`config.mk`:
```
export PLATFORM = sky130hd
export DESIGN_NAME = dac_ramp_sequencer
export DESIGN_NICKNAME = d
export VERILOG_FILES = /design/src/rtl/dac_ramp_pkg.sv /design/src/rtl/dac_ramp_sequencer.sv
export SDC_FILE = /design/constraint.sdc
export NUM_CORES = 1
export LEC_CHECK = 0
export ABC_AREA = 1
export CORE_MARGIN = 2
export CORE_UTILIZATION = 45
export CTS_CLUSTER_SIZE = 16
export DETAILED_ROUTE_END_ITERATION = 6
export PLACE_DENSITY_LB_ADDON = 0.05
export SLEW_MARGIN = 20
export SYNTH_ARGS = -nofsm -noshare
export SYNTH_HDL_FRONTEND = slang
export SYNTH_SLANG_ARGS = --single-unit
```
`constraint.sdc`:
```
create_clock -name clk -period 2.8 [get_ports clk]
set_clock_uncertainty 0.05 [all_clocks]
set_input_delay 0.28 -clock clk [delete_from_list [all_inputs] [get_ports clk]]
set_output_delay 0.28 -clock clk [all_outputs]
set_load 0.01 [all_outputs]
```
`src/rtl/dac_ramp_pkg.sv`:
```
// Shared types and the slew-limit clamp for the DAC ramp sequencer.
// next_code() works at MAX_CODE_W bits; callers zero-extend and truncate.
package dac_ramp_pkg;

    localparam int unsigned MAX_CODE_W = 16;

    typedef enum logic [1:0] {
        ST_IDLE,
        ST_ISSUE,
        ST_WAIT_ACK,
        ST_DWELL
    } dac_ramp_state_t;

    // One step from current toward target, never past it; step 0 acts as 1.
    function automatic logic [MAX_CODE_W-1:0] next_code(
        input logic [MAX_CODE_W-1:0] current,
        input logic [MAX_CODE_W-1:0] target,
        input logic [MAX_CODE_W-1:0] step
    );
        logic [MAX_CODE_W-1:0] s;
        logic [MAX_CODE_W:0]   diff;
        s = (step == '0) ? MAX_CODE_W'(1) : step;
        if (target >= current) begin
            diff = {1'b0, target} - {1'b0, current};
            next_code = (diff <= {1'b0, s}) ? target : current + s;
        end else begin
            diff = {1'b0, current} - {1'b0, target};
            next_code = (diff <= {1'b0, s}) ? target : current - s;
        end
    endfunction

endpackage

```
`src/rtl/dac_ramp_sequencer.sv`:
```
// Slew-limited sequencer driving the AD5601 controller write handshake.
// Steps toward a posted target, waits for each ack, then dwells.
module dac_ramp_sequencer
    import dac_ramp_pkg::*;
#(
    parameter int unsigned            CODE_WIDTH  = 8,
    parameter int unsigned            DWELL_WIDTH = 16,
    parameter int unsigned            ACK_TIMEOUT = 4096,
    parameter logic [CODE_WIDTH-1:0]  INIT_CODE   = '0
) (
    input  logic                   clk,
    input  logic                   sreset,
    input  logic                   enable,
    input  logic [CODE_WIDTH-1:0]  target_code,
    input  logic                   target_valid,
    input  logic [CODE_WIDTH-1:0]  step_size,
    input  logic [DWELL_WIDTH-1:0] dwell_cycles,
    input  logic                   clear_err,
    output logic [CODE_WIDTH-1:0]  dac_reg,
    output logic                   dac_reg_valid_stb,
    input  logic                   dac_reg_updated_stb,
    output logic [CODE_WIDTH-1:0]  current_code,
    output logic                   busy,
    output logic                   at_target,
    output logic                   timeout_err
);

    localparam int unsigned ACK_W =
        (ACK_TIMEOUT > 2) ? $clog2(ACK_TIMEOUT) : 1;

    dac_ramp_state_t r_state;
    dac_ramp_state_t w_next_state;

    logic [CODE_WIDTH-1:0]  r_target;
    logic [CODE_WIDTH-1:0]  r_current;
    logic [CODE_WIDTH-1:0]  r_dac;
    logic                   r_stb;
    logic                   r_err;
    logic [ACK_W-1:0]       r_ack_cnt;
    logic [DWELL_WIDTH-1:0] r_dwell_cnt;

    logic [CODE_WIDTH-1:0]  w_next_code;
    logic                   w_ack_expired;
    logic                   w_timeout;
    logic                   w_take_step;
    logic                   w_dwell_done;

    assign w_next_code = CODE_WIDTH'(next_code(
        MAX_CODE_W'(r_current),
        MAX_CODE_W'(r_target),
        MAX_CODE_W'(step_size)));

    assign w_ack_expired = (r_ack_cnt == ACK_W'(ACK_TIMEOUT - 1));
    assign w_dwell_done  = (r_dwell_cnt == DWELL_WIDTH'(1));

    always_comb begin
        w_next_state = r_state;
        w_timeout    = 1'b0;
        w_take_step  = 1'b0;
        unique case (r_state)
            ST_IDLE: begin
                if (enable && !r_err && (r_target != r_current)) begin
                    w_next_state = ST_ISSUE;
                    w_take_step  = 1'b1;
                end
            end
            ST_ISSUE: begin
                w_next_state = ST_WAIT_ACK;
            end
            ST_WAIT_ACK: begin
                if (dac_reg_updated_stb) begin
                    w_next_state = (dwell_cycles != '0) ? ST_DWELL : ST_IDLE;
                end else if (w_ack_expired) begin
                    w_next_state = ST_IDLE;
                    w_timeout    = 1'b1;
                end
            end
            ST_DWELL: begin
                if (w_dwell_done) begin
                    w_next_state = ST_IDLE;
                end
            end
            default: begin
                w_next_state = ST_IDLE;
            end
        endcase
    end

    always_ff @(posedge clk) begin
        if (sreset) begin
            r_state <= ST_IDLE;
        end else begin
            r_state <= w_next_state;
        end
    end

    always_ff @(posedge clk) begin
        if (sreset) begin
            r_target    <= INIT_CODE;
            r_current   <= INIT_CODE;
            r_dac       <= INIT_CODE;
            r_stb       <= 1'b0;
            r_err       <= 1'b0;
            r_ack_cnt   <= '0;
            r_dwell_cnt <= '0;
        end else begin
            if (target_valid) begin
                r_target <= target_code;
            end
            // Strobe is registered out of ISSUE, so it lands in WAIT_ACK.
            r_stb <= (r_state == ST_ISSUE);
            if (w_take_step) begin
                r_dac <= w_next_code;
            end
            unique case (r_state)
                ST_ISSUE: begin
                    r_ack_cnt <= '0;
                end
                ST_WAIT_ACK: begin
                    if (dac_reg_updated_stb) begin
                        r_current   <= r_dac;
                        r_dwell_cnt <= dwell_cycles;
                    end else begin
                        r_ack_cnt <= r_ack_cnt + ACK_W'(1);
                    end
                end
                ST_DWELL: begin
                    r_dwell_cnt <= r_dwell_cnt - DWELL_WIDTH'(1);
                end
                default: begin
                end
            endcase
            if (w_timeout) begin
                r_err <= 1'b1;
            end else if (clear_err) begin
                r_err <= 1'b0;
            end
        end
    end

    assign dac_reg           = r_dac;
    assign dac_reg_valid_stb = r_stb;
    assign current_code      = r_current;
    assign timeout_err       = r_err;
    assign busy              = (r_state != ST_IDLE);
    assign at_target         = (r_state == ST_IDLE) && (r_current == r_target);

endmodule

```
Word-level counts from Yosys, hierarchy flattened

Index checks and enable logic that the tools add are counted.

Register bits: 56
Bits of input ports: 38
Output and inout bits: 20
Logic and storage cells: 65

Add/subtract/negate cells: 6
Order comparisons: 3
Equality and inequality tests: 12
Multiplexer cells: 21
Reduce and logical (&&, ||, !) cells: 15

Operator list:

| kind                  | count |
|---|---|
| $le 17x8->1           | 2 |
| $mux 8                | 4 |
| $pmux 16 s2           | 1 |
| $pmux 12 s2           | 1 |
| $sub 8x8->9           | 2 |
| $eq 16x1->1 const B   | 1 |
| $mux 16               | 1 |
| $reduce_bool 16->1    | 1 |
| $sub 16x1->16 const B | 1 |
| $add 12x1->12 const B | 1 |
| $eq 12x12->1 const B  | 1 |
| $mux 12               | 1 |
| $mux 2                | 5 |
| $add 8x8->8           | 1 |
| $eq 8x8->1            | 1 |
| $ge 8x8->1            | 1 |
| $logic_not 8->1       | 1 |
| $ne 2x2->1 const B    | 4 |
| $ne 8x8->1            | 1 |
| $pmux 2 s4            | 1 |
| $reduce_bool 2->1     | 4 |
| $sub 8x8->8           | 1 |
| $mux 1                | 7 |
| $reduce_and 2->1      | 3 |
| other kinds (7)       | 10 |

Logic depth before layout (Yosys ltp)

Gate-level depths: netlist of run 1.

Depth after elaboration: 5
Depth in mapped cells: 23
Gate-level depth less buffers: 22

Worst setup path before layout of run 1

Ideal clock, no wire load.

Kind: register to register
Start: register r_current[2] (netlist: current_code[2])
End: register r_dac[0] (netlist: dac_reg[0])
Library setup time: 109 ps
Arrival: 2832 ps
Data required time: 2641 ps
Path slack: -191 ps
Cell stages (with the launch flop): 21
Path buffers: 2
Clock period less this slack: 2991 ps
Path through: dfxtp_1 > inv_1 > ha_1 > buf_2 > a21oi_1 > o21ai_1 > a21oi_1 > o221ai_1 > xor2_1 > inv_1 > ha_1 > and3_1 > o21ai_1 > nand2_1 > nand2_1 > nand2_2 > buf_6 > o211ai_1 > nand3_1 > nand2_1 > inv_1

Longest elaborated chain between the ends: 4
Elaborated cells between the ends (all ways): 12
Those cells by class: 2 x add/sub; 3 x order compare; 1 x eq/ne; 5 x mux; 1 x reduce/logical

RTL lines:

| element                                   | RTL line                                     | source |
|---|---|---|
| start: declaration                        | dac_ramp_sequencer.sv:35                     | `logic [CODE_WIDTH-1:0] r_current;` |
| start signal: assignment                  | dac_ramp_sequencer.sv:121                    | `r_current <= r_dac;` |
| $sub 8x8->9, or another cell as far along | dac_ramp_pkg.sv:27                           | `diff = {1'b0, current} - {1'b0, target};` |
| $le 17x8->1, or another cell as far along | dac_ramp_pkg.sv:28                           | `next_code = (diff <= {1'b0, s}) ? target : current - s;` |
| $mux 8, or another cell as far along      | dac_ramp_pkg.sv:28                           |  |
| $mux 8 or $mux 1 (tied branches)          | dac_ramp_pkg.sv:23, dac_ramp_sequencer.sv:60 |  |
| end signal: assignment                    | dac_ramp_sequencer.sv:113                    | `r_dac <= w_next_code;` |
| end: declaration                          | dac_ramp_sequencer.sv:36                     | `logic [CODE_WIDTH-1:0] r_dac;` |

Parallel ways exist; a longest one is shown, timed or not.
A chain may end at the register's enable or synchronous reset.

Final worst setup path of run 1

Start: register r_current[3] (netlist: current_code[3])
End: register r_dac[7] (netlist: dac_reg[7])

The elaborated chain is that of the path after synthesis.

==> results.md, run 1 <==
- The hold path endpoint is r_dwell_cnt[14].
- The sum of buffers and inverters on the critical path is 5.
- The iteration-0 DRC count of the detailed router is 245.
- The routed wirelength normalized by instance count is 14.7 um.
- Measured in cells, the most critical reg-to-reg path has a length of 21.
- Summing over every cut layer, the via total after detailed routing is 4,783.
- Along the worst hold path, the cell count comes to 2.
- The slowest stage of the critical path belongs to the cell dfxtp_2.
- After synthesis, the netlist uses 45 different library cells.
- The final critical path time including I/O delays and setup is 2.95 ns.
- By instance count, the cell type seen most on the critical path is nand2_1.
- The largest registers in the layout are r_dwell_cnt: 16 flops, r_ack_cnt: 12 flops.
- The flip-flop count of the largest register, all copies and words added is 16.
- The quantity of I/O buffers inserted on ports is 57.
- After detailed routing, the number of vias per cell comes to 5.22.
- STA puts the critical path data arrival time at 3.16 ns.
- For this run, the total global-route usage over all layers was measured as 24.0%.
- 58 I/O pins were placed.
- The congestion estimate from routability-driven global placement came to 0.953.
- The transition time at the pin with the least slew margin is 0.666 ns.
- Clock tree synthesis found a total of 56 sinks.
- In this run the critical register-to-register path is launched from current_code[3].
- Measured along the x axis, the die boundary spans 104 um.
- The leading area contributor after synthesis is dfxtp_1.
- The number of detailed-route iterations in the first pass is 4.
- For flop-to-flop paths, the worst setup slack is -0.15 ns.
- The main combinational cell family by area after synthesis is simple AND/OR/NAND/NOR gates.
- More flip-flops sit in one register than any other, and that register is r_dwell_cnt.
- At the end of the flow, the number of nets in the layout was 873.
- Summing the areas of all and, or, nand and nor instances in the mapped netlist gives 26.8% of the synthesized area.
- The top achievable clock speed is 340 MHz.
- The relative slew slack is 55.4%.
- The area share of xor/xnor cells in the synthesized design is 4.66%.
- The critical path goes through inv_1 -> ha_4 -> buf_6 -> nand2_2 -> inv_2 -> nand2_1 -> nand2_2 -> a21boi_2 -> xor2_1 -> ha_1 -> a21o_1 -> a21oi_2 -> nand2_1 -> nand2_4 -> buf_6 -> nand3_1 -> nand3_1 -> nand2_1 -> inv_1 -> nand2_1 -> a21oi_2.
- The delay of the slowest cell on the worst path is 0.33 ns.
- The total setup violations reported at the end of the flow is 8.
- In the synthesized netlist, the number of instances is 669.
- The number of antenna violations at the first check in global routing was 0.
- Setup repair after global routing could not meet its margin everywhere.
- The fraction of the cycle the final worst path needs is 105%.
- Once routing completed, OpenROAD measured the worst setup slack at -0.145 ns.
- After clock tree synthesis, the clock-pin slew on the worst setup and hold paths is 0.10 ns.
- The TritonCTS clock tree is built.
- In this run the power density over the cells is 798 nW/um2.
- After synthesis, the largest area contributor takes up 24.8% of total cell area.
- Among all flip-flop cells after synthesis, the most frequent one is dfxtp_1.
- The mux contribution to synthesized area is 0%.
- Yosys mapped a number of flops with a built-in enable equal to 0.
- In this run the standard cell core region covers 9770 um2.
- The maximum clock insertion buffer count is 2.
- In this run the static leakage power is 2.81 nW.
- After detailed routing, the number of remaining DRC violations is 0.
- The total wire length is 13,500 um.
- The half-perimeter wire length after detailed placement is 10,400 um.
- The post-synth net total is 759.
- The synthesized netlist devotes 15.1% of its cell area to adder and majority cells.
- The pin count of the biggest net entering global routing is 23.
- The worst setup path is launched from a flip-flop.
- The total count of hold-check failures in the final report is 0.
- The post-route total power is 4.87 mW.
- Dividing the synthesized area by the synthesized cell count gives 6.75 um2.
- The worst hold path begins at r_dwell_cnt[14].
- The first-pass GRT wire length is 21,500 um.
- The type of the setup path with the least slack is flip-flop to flip-flop.
- In this run, CTS created clock tree buffers numbering 5.
- Of the synthesized area, sequential elements account for 24.8%.
- The number of violations of the max-capacitance limit is 0.
- The share of the synthesized area in compound gates (AO/OA/AOI/OAI) is 18.1%.
- At the later pin of the worst-skew pair, clock insertion delay measures 0.32 ns.
- The final reports fail on negative setup slack.
- The floorplan has 36 rows.
- The Yosys step of the flow raised 0 warnings.
- Among cell families on the critical path, the largest total delay comes from simple AND/OR/NAND/NOR gates.
- The maximum resistive drop on vdd is 0.000514 V.
- The number of H-tree levels is 2.
- The height of the die is 104 um.
- Relative to the synthesized area, the layout overhead comes to 35.3%.
- The critical path data required time is 3.01 ns.
- For this run, asynchronously set or reset flops after synthesis account for 0%.
- The diode insertion count for antenna repair is 0.
- The tightest min-delay check is of the flip-flop to flip-flop type.
- For this run the aggregate overflow at the end of global routing stands at 0.
- The total die area is 10,800 um2.
- Once layout is complete, the utilization of the core stands at 62.5%.
- The flow ran to the end, but the final reports show violations.
- The post-detailed-route count of antenna-violating nets is 0.
- The final count of pins violating max slew was 0.
- In this run the clock root is driven by a clkbuf_8.
- The synthesized netlist occupies a cell area of 4510 um2.
- The worst register-to-register path ends at dac_reg[7].
- The fraction of layout instances using a drive strength above 1 is 21.8%.
- Setup total negative slack on the finished layout was measured at -0.840 ns.
- The starting density of the core is 46.2%.
- The most common cell in the synthesized netlist is nand2_1.
- The commonest cells after synthesis are nand2_1 (138), inv_1 (87), a21oi_1 (67).
- The flip-flop and latch count after synthesis is 56.
- In this run the worst path has a maximum fanout of 5.
- The via count of the first global-routing pass is 4,623.
- In the post-synthesis netlist, the biggest area contributors are dfxtp_1 (25%), ha_1 (13%), nand2_1 (11%), a21oi_1 (7.4%), inv_1 (7.2%).
- The category of the worst setup path capture point is a flip-flop.
==> worst reg2reg max path: stages (launching register included) <==
cell,delay [ns]
dfxtp_2,0.33
inv_1,0.11
ha_4,0.23
buf_6,0.13
nand2_2,0.11
inv_2,0.06
nand2_1,0.07
nand2_2,0.07
a21boi_2,0.18
xor2_1,0.17
ha_1,0.27
a21o_1,0.18
a21oi_2,0.11
nand2_1,0.09
nand2_4,0.13
buf_6,0.11
nand3_1,0.07
nand3_1,0.12
nand2_1,0.06
inv_1,0.05
nand2_1,0.05
a21oi_2,0.11
==> layout by cell type, fill, tap and decap left out, drive strengths merged, types with 11 or more instances in the layout <==
master         netlist  final
clkdlybuf4s50        0     57
buf                  9     71
a21oi               67     67
nand2              147    148
dfxtp               56     56
xor2                21     21
ha                  48     48
o21ai               48     48
nand3               44     44
nor2                50     50
nor3                11     11
inv                 97     97
==> kinds of logic after synthesis <==
| group | count (synthesis) |
|---|---|
| AOI/OAI and AO/OA | 146 |
| xor gates and xnor gates | 24 |
| adders and majority gates | 52 |
| buffers and inverters | 120 |
| DFF | 56 |
| and+or+nand+nor | 271 |
==> cell type report <==
type                            instances  area, um2
Clock inverter                          2       12.5
Inverter                               98        368
Fill cell                             923       3660
Timing Repair Buffer                  128       1120
Sequential cell                        56       1140
Tap cell                              133        166
Clock buffer                            6       72.6
Multi-Input combinational cell        494       3230
==> power by group <==
part | switching, mW | internal [mW] | total (mW)
clock | 0.267 | 0.176 | 0.442
combinational | 1.93 | 1.42 | 3.35
sequential | 0.136 | 0.946 | 1.08
total | 2.33 | 2.54 | 4.87
==> stage by stage <==
step	instance area, um2	hold WS, ns	worst slack [ns]	instances
floorplan	4570	0.299	0.00148	669
global placement	5640	0.406	-0.274	897
detailed placement	5640	0.413	-0.306	897
CTS	5860	0.428	-0.0401	910
global route	6110	0.451	-0.306	917
finish	6110	0.430	-0.145	917
==> what timing repair did <==
| action | 4_1_cts | 5_1_grt |
|---|---|---|
| hold buffers | 0 | 0 |
| gates cloned | 0 | 1 |
| gates resized for setup | 27 | 43 |
| setup endpoints to repair | 9 | 9 |
| pin swaps | 10 | 23 |
| setup buffers | 5 | 6 |
==> worst max-delay path by stage <==
stage,from,to,depth (start not counted)
6_report,current_code[3],dac_reg[7],21
5_1_grt,current_code[3],dac_reg[7],21
4_1_cts,r_target[0],dac_reg[7],20
3_5_place_dp,step_size[2],dac_reg[6],14
3_3_place_gp,step_size[2],dac_reg[6],14
2_1_floorplan,current_code[2],dac_reg[0],20
==> routing by layer <==
layer / vias up / global-route usage [%] / part of all wire, %
met2: 111 / 44.9 / 51
met4: 0 / 8.20 / 3.2
met3: 31 / 2.57 / 3.9
met1: 2213 / 28.2 / 42
li1: 2428 / - / -
met5: - / 0 / 0
No activity file was read; power rests on OpenSTA's default activity.
==> run 2: changes to the inputs <==
Settings changed: CELL_PAD_IN_SITES_DETAIL_PLACEMENT from default to 1, CELL_PAD_IN_SITES_GLOBAL_PLACEMENT from default to 2, CORE_UTILIZATION 45 to 28.
==> results.md, run 2 (synthesized netlist as in run 1, its figures left out) <==
- The global placement routability congestion is 0.835.
- The worst endpoint data arrival time is 3.08 ns.
- The die covers 17,200 um2.
- Data on the critical path is required at its endpoint by 2.96 ns.
- In this run the static leakage power is 2.84 nW.
- Derived from the worst setup path, the maximum achievable clock frequency is 342 MHz.
- Entering global routing, the biggest net connects 23 pins.
- The cell at the slowest stage of the critical path is fa_2.
- The post-detailed-route count of antenna-violating nets is 0.
- The quantity of I/O buffers inserted on ports is 57.
- The routed wirelength normalized by instance count is 16.4 um.
- Setup repair after global routing could not meet its margin everywhere.
- Dividing total power by cell area gives a power density of 818 nW/um2.
- The residual DRC count is 0.
- The diode insertion count for antenna repair is 0.
- The number of H-tree levels is 2.
- The first global-routing pass estimated 25,700 um of wire.
- The maximum fanout along the worst path is 7.
- Dividing the final minimum period by the clock period gives 104%.
- The total area inside the core boundary comes to 15,800 um2.
- Counting along the longest clock path gives a buffer depth of 2.
- The register with the most flip-flops in the layout has 16 of them.
- The master cell of the clock root buffer is clkbuf_16.
- Once detailed placement completed, the half-perimeter wirelength came to 13,500 um.
- The final route contains 4,787 vias.
- The transition time at the pin with the least slew margin is 0.642 ns.
- The CTS clock-pin slew for the worst setup and hold paths is 0.08 ns.
- The post-route total power is 5.09 mW.
- The tree built by TritonCTS fans out to 56 sinks.
- In the final layout, the registers with the most flip-flops are r_dwell_cnt: 16 flops, r_ack_cnt: 12 flops.
- The run finished, with violations left.
- TritonCTS built the clock tree.
- The critical path goes through inv_4 -> buf_12 -> fa_2 -> o21ai_4 -> xor2_1 -> ha_1 -> nand2_2 -> inv_2 -> nand2_2 -> nand3_2 -> nand2_2 -> nand2_2 -> nand2_2 -> nand2_2 -> nand2_4 -> buf_12 -> nand3_1 -> nand3_1 -> nand3_1 -> nand2_1 -> inv_1.
- For this block, the initial DRC count from the detailed router was 105.
- Leaving out fill and tap cells, the most frequent cell in the layout is nand2_1.
- The final count of pins violating max slew is 0.
- The number of antenna violations at the first check in global routing was 0.
- The delay of the slowest cell on the worst path is 0.41 ns.
- The post-route worst setup slack is -0.125 ns.
- The via count of the first global-routing pass came to 5,037.
- The floorplan has 46 rows.
- The top cell family by delay on the critical path is simple AND/OR/NAND/NOR gates.
- The relative slew slack is 57.1%.
- Global routing used 19.6% of the available tracks.
- In the layout the commonest cells are nand2_1 (126), inv_1 (81), buf_4 (71).
- The height of the die is 131 um.
- TritonCTS created 5 clock buffers.
- The number of violations of the max-capacitance limit is 0.
- The average vias per placed instance is 4.77.
- The smallest clock period supported by the final layout is computed as 2.93 ns.
- After routing the design area is 6220 um2.
- The starting density of the core is 28.5%.
- The most flop-heavy register is r_dwell_cnt.
- The final net count is 876.
- In this run the horizontal extent of the chip is 131 um.
- The worst-case IR drop observed on VDD is 0.000275 V.
- The category of the worst setup path launch point is a flip-flop.
- At the later pin of the worst-skew pair, clock insertion delay measures 0.30 ns.
- Among the stages of the critical path, the cell type that occurs most often is nand2_2.
- The total count of hold-check failures in the final report came to 0.
- The overflow left after global routing is 0.
- Cells with a size suffix above 1 make up 21.2% of the layout.
- The class of the worst hold path is flip-flop to flip-flop.
- The checks that failed: negative setup slack.
- Counting both buffers and inverters, the worst setup path holds a total of 5.
- The number of detailed-route iterations in the first pass is 4.
- The total wire length is 16,500 um.
- The critical path in this run is classified as flip-flop to flip-flop.
- Compared with the post-synthesis result, the final layout area differs by 37.7%.
- The total I/O pin count is 58.
- The total placed instance area is 5820 um2.
- The category of the worst setup path capture point is a flip-flop.
- The total setup violations reported at the end of the flow is 8.
run 2: cell types whose count changed in the layout (fill, tap and decap cells not counted), sizes merged:
cell / delta
buf: +3
clkdlybuf4s50: -1
dlygate4sd2: +1
run 2: metal layers:
metal	vias to the layer above	global-route usage (%)	part of all wire [%]
met2	53	37.8	53
met4	0	3.88	0.83
li1	2433	-	-
met5	-	0	0
met1	2291	23.2	44
met3	10	2.20	2.4
run 2: final timing paths:
check | cells past startpoint | endpoint | slack, ns | start
hold reg to reg | 2 | r_dwell_cnt[14] | 0.42 | r_dwell_cnt[14]
setup reg to reg | 21 | dac_reg[0] | -0.13 | current_code[1]
setup / recovery | 21 | dac_reg[0] | -0.13 | current_code[1]
hold / removal | 2 | r_dwell_cnt[14] | 0.42 | r_dwell_cnt[14]
run 2: cell type report:
type	count	area [um2]
clock inverter	2	16.3
sequential	56	1130
tap	216	270
clock buffer	6	129
timing repair buffer	131	1150
fill	1986	9610
inverter	98	370
multi-input combinational	494	3140
run 2: worst reg2reg max path: cells and delay by family, from the launching register on:
kind                     cells  cell delay (ns)
flip-flops                   1             0.36
buffers and inverters        5             0.37
XOR/XNOR                     1             0.20
AND/OR/NAND/NOR             12             0.94
adder cells (fa/ha/maj)      2             0.70
AO/OA/AOI/OAI                1             0.20
run 2: power breakdown:
group	switching, mW	total, mW	internal (mW)	leakage (nW)
Combinational	1.95	3.35	1.40	2.31
Clock	0.313	0.648	0.335	0.0671
Sequential	0.141	1.09	0.946	0.460
Total	2.41	5.09	2.68	2.84
run 2: through the flow:
step	setup slack, ns	hold WS (ns)	cells	util (%)	TNS [ns]
floorplan	0.00148	0.299	669	-	0
global placement	-0.419	0.403	987	36.8	-2.75
detailed placement	-0.423	0.418	987	36.8	-2.96
CTS	-0.185	0.430	1001	38.7	-1.38
global route	-0.291	0.464	1003	39.3	-2.18
finish	-0.125	0.422	1003	39.3	-0.914
run 2: repair_timing:
| item | 4_1_cts | 5_1_grt |
|---|---|---|
| pin swaps | 28 | 23 |
| setup endpoints to repair | 9 | 8 |
| gates resized for setup | 30 | 22 |
| setup buffers | 5 | 2 |
| gates cloned | 1 | 0 |
| hold buffers | 0 | 0 |
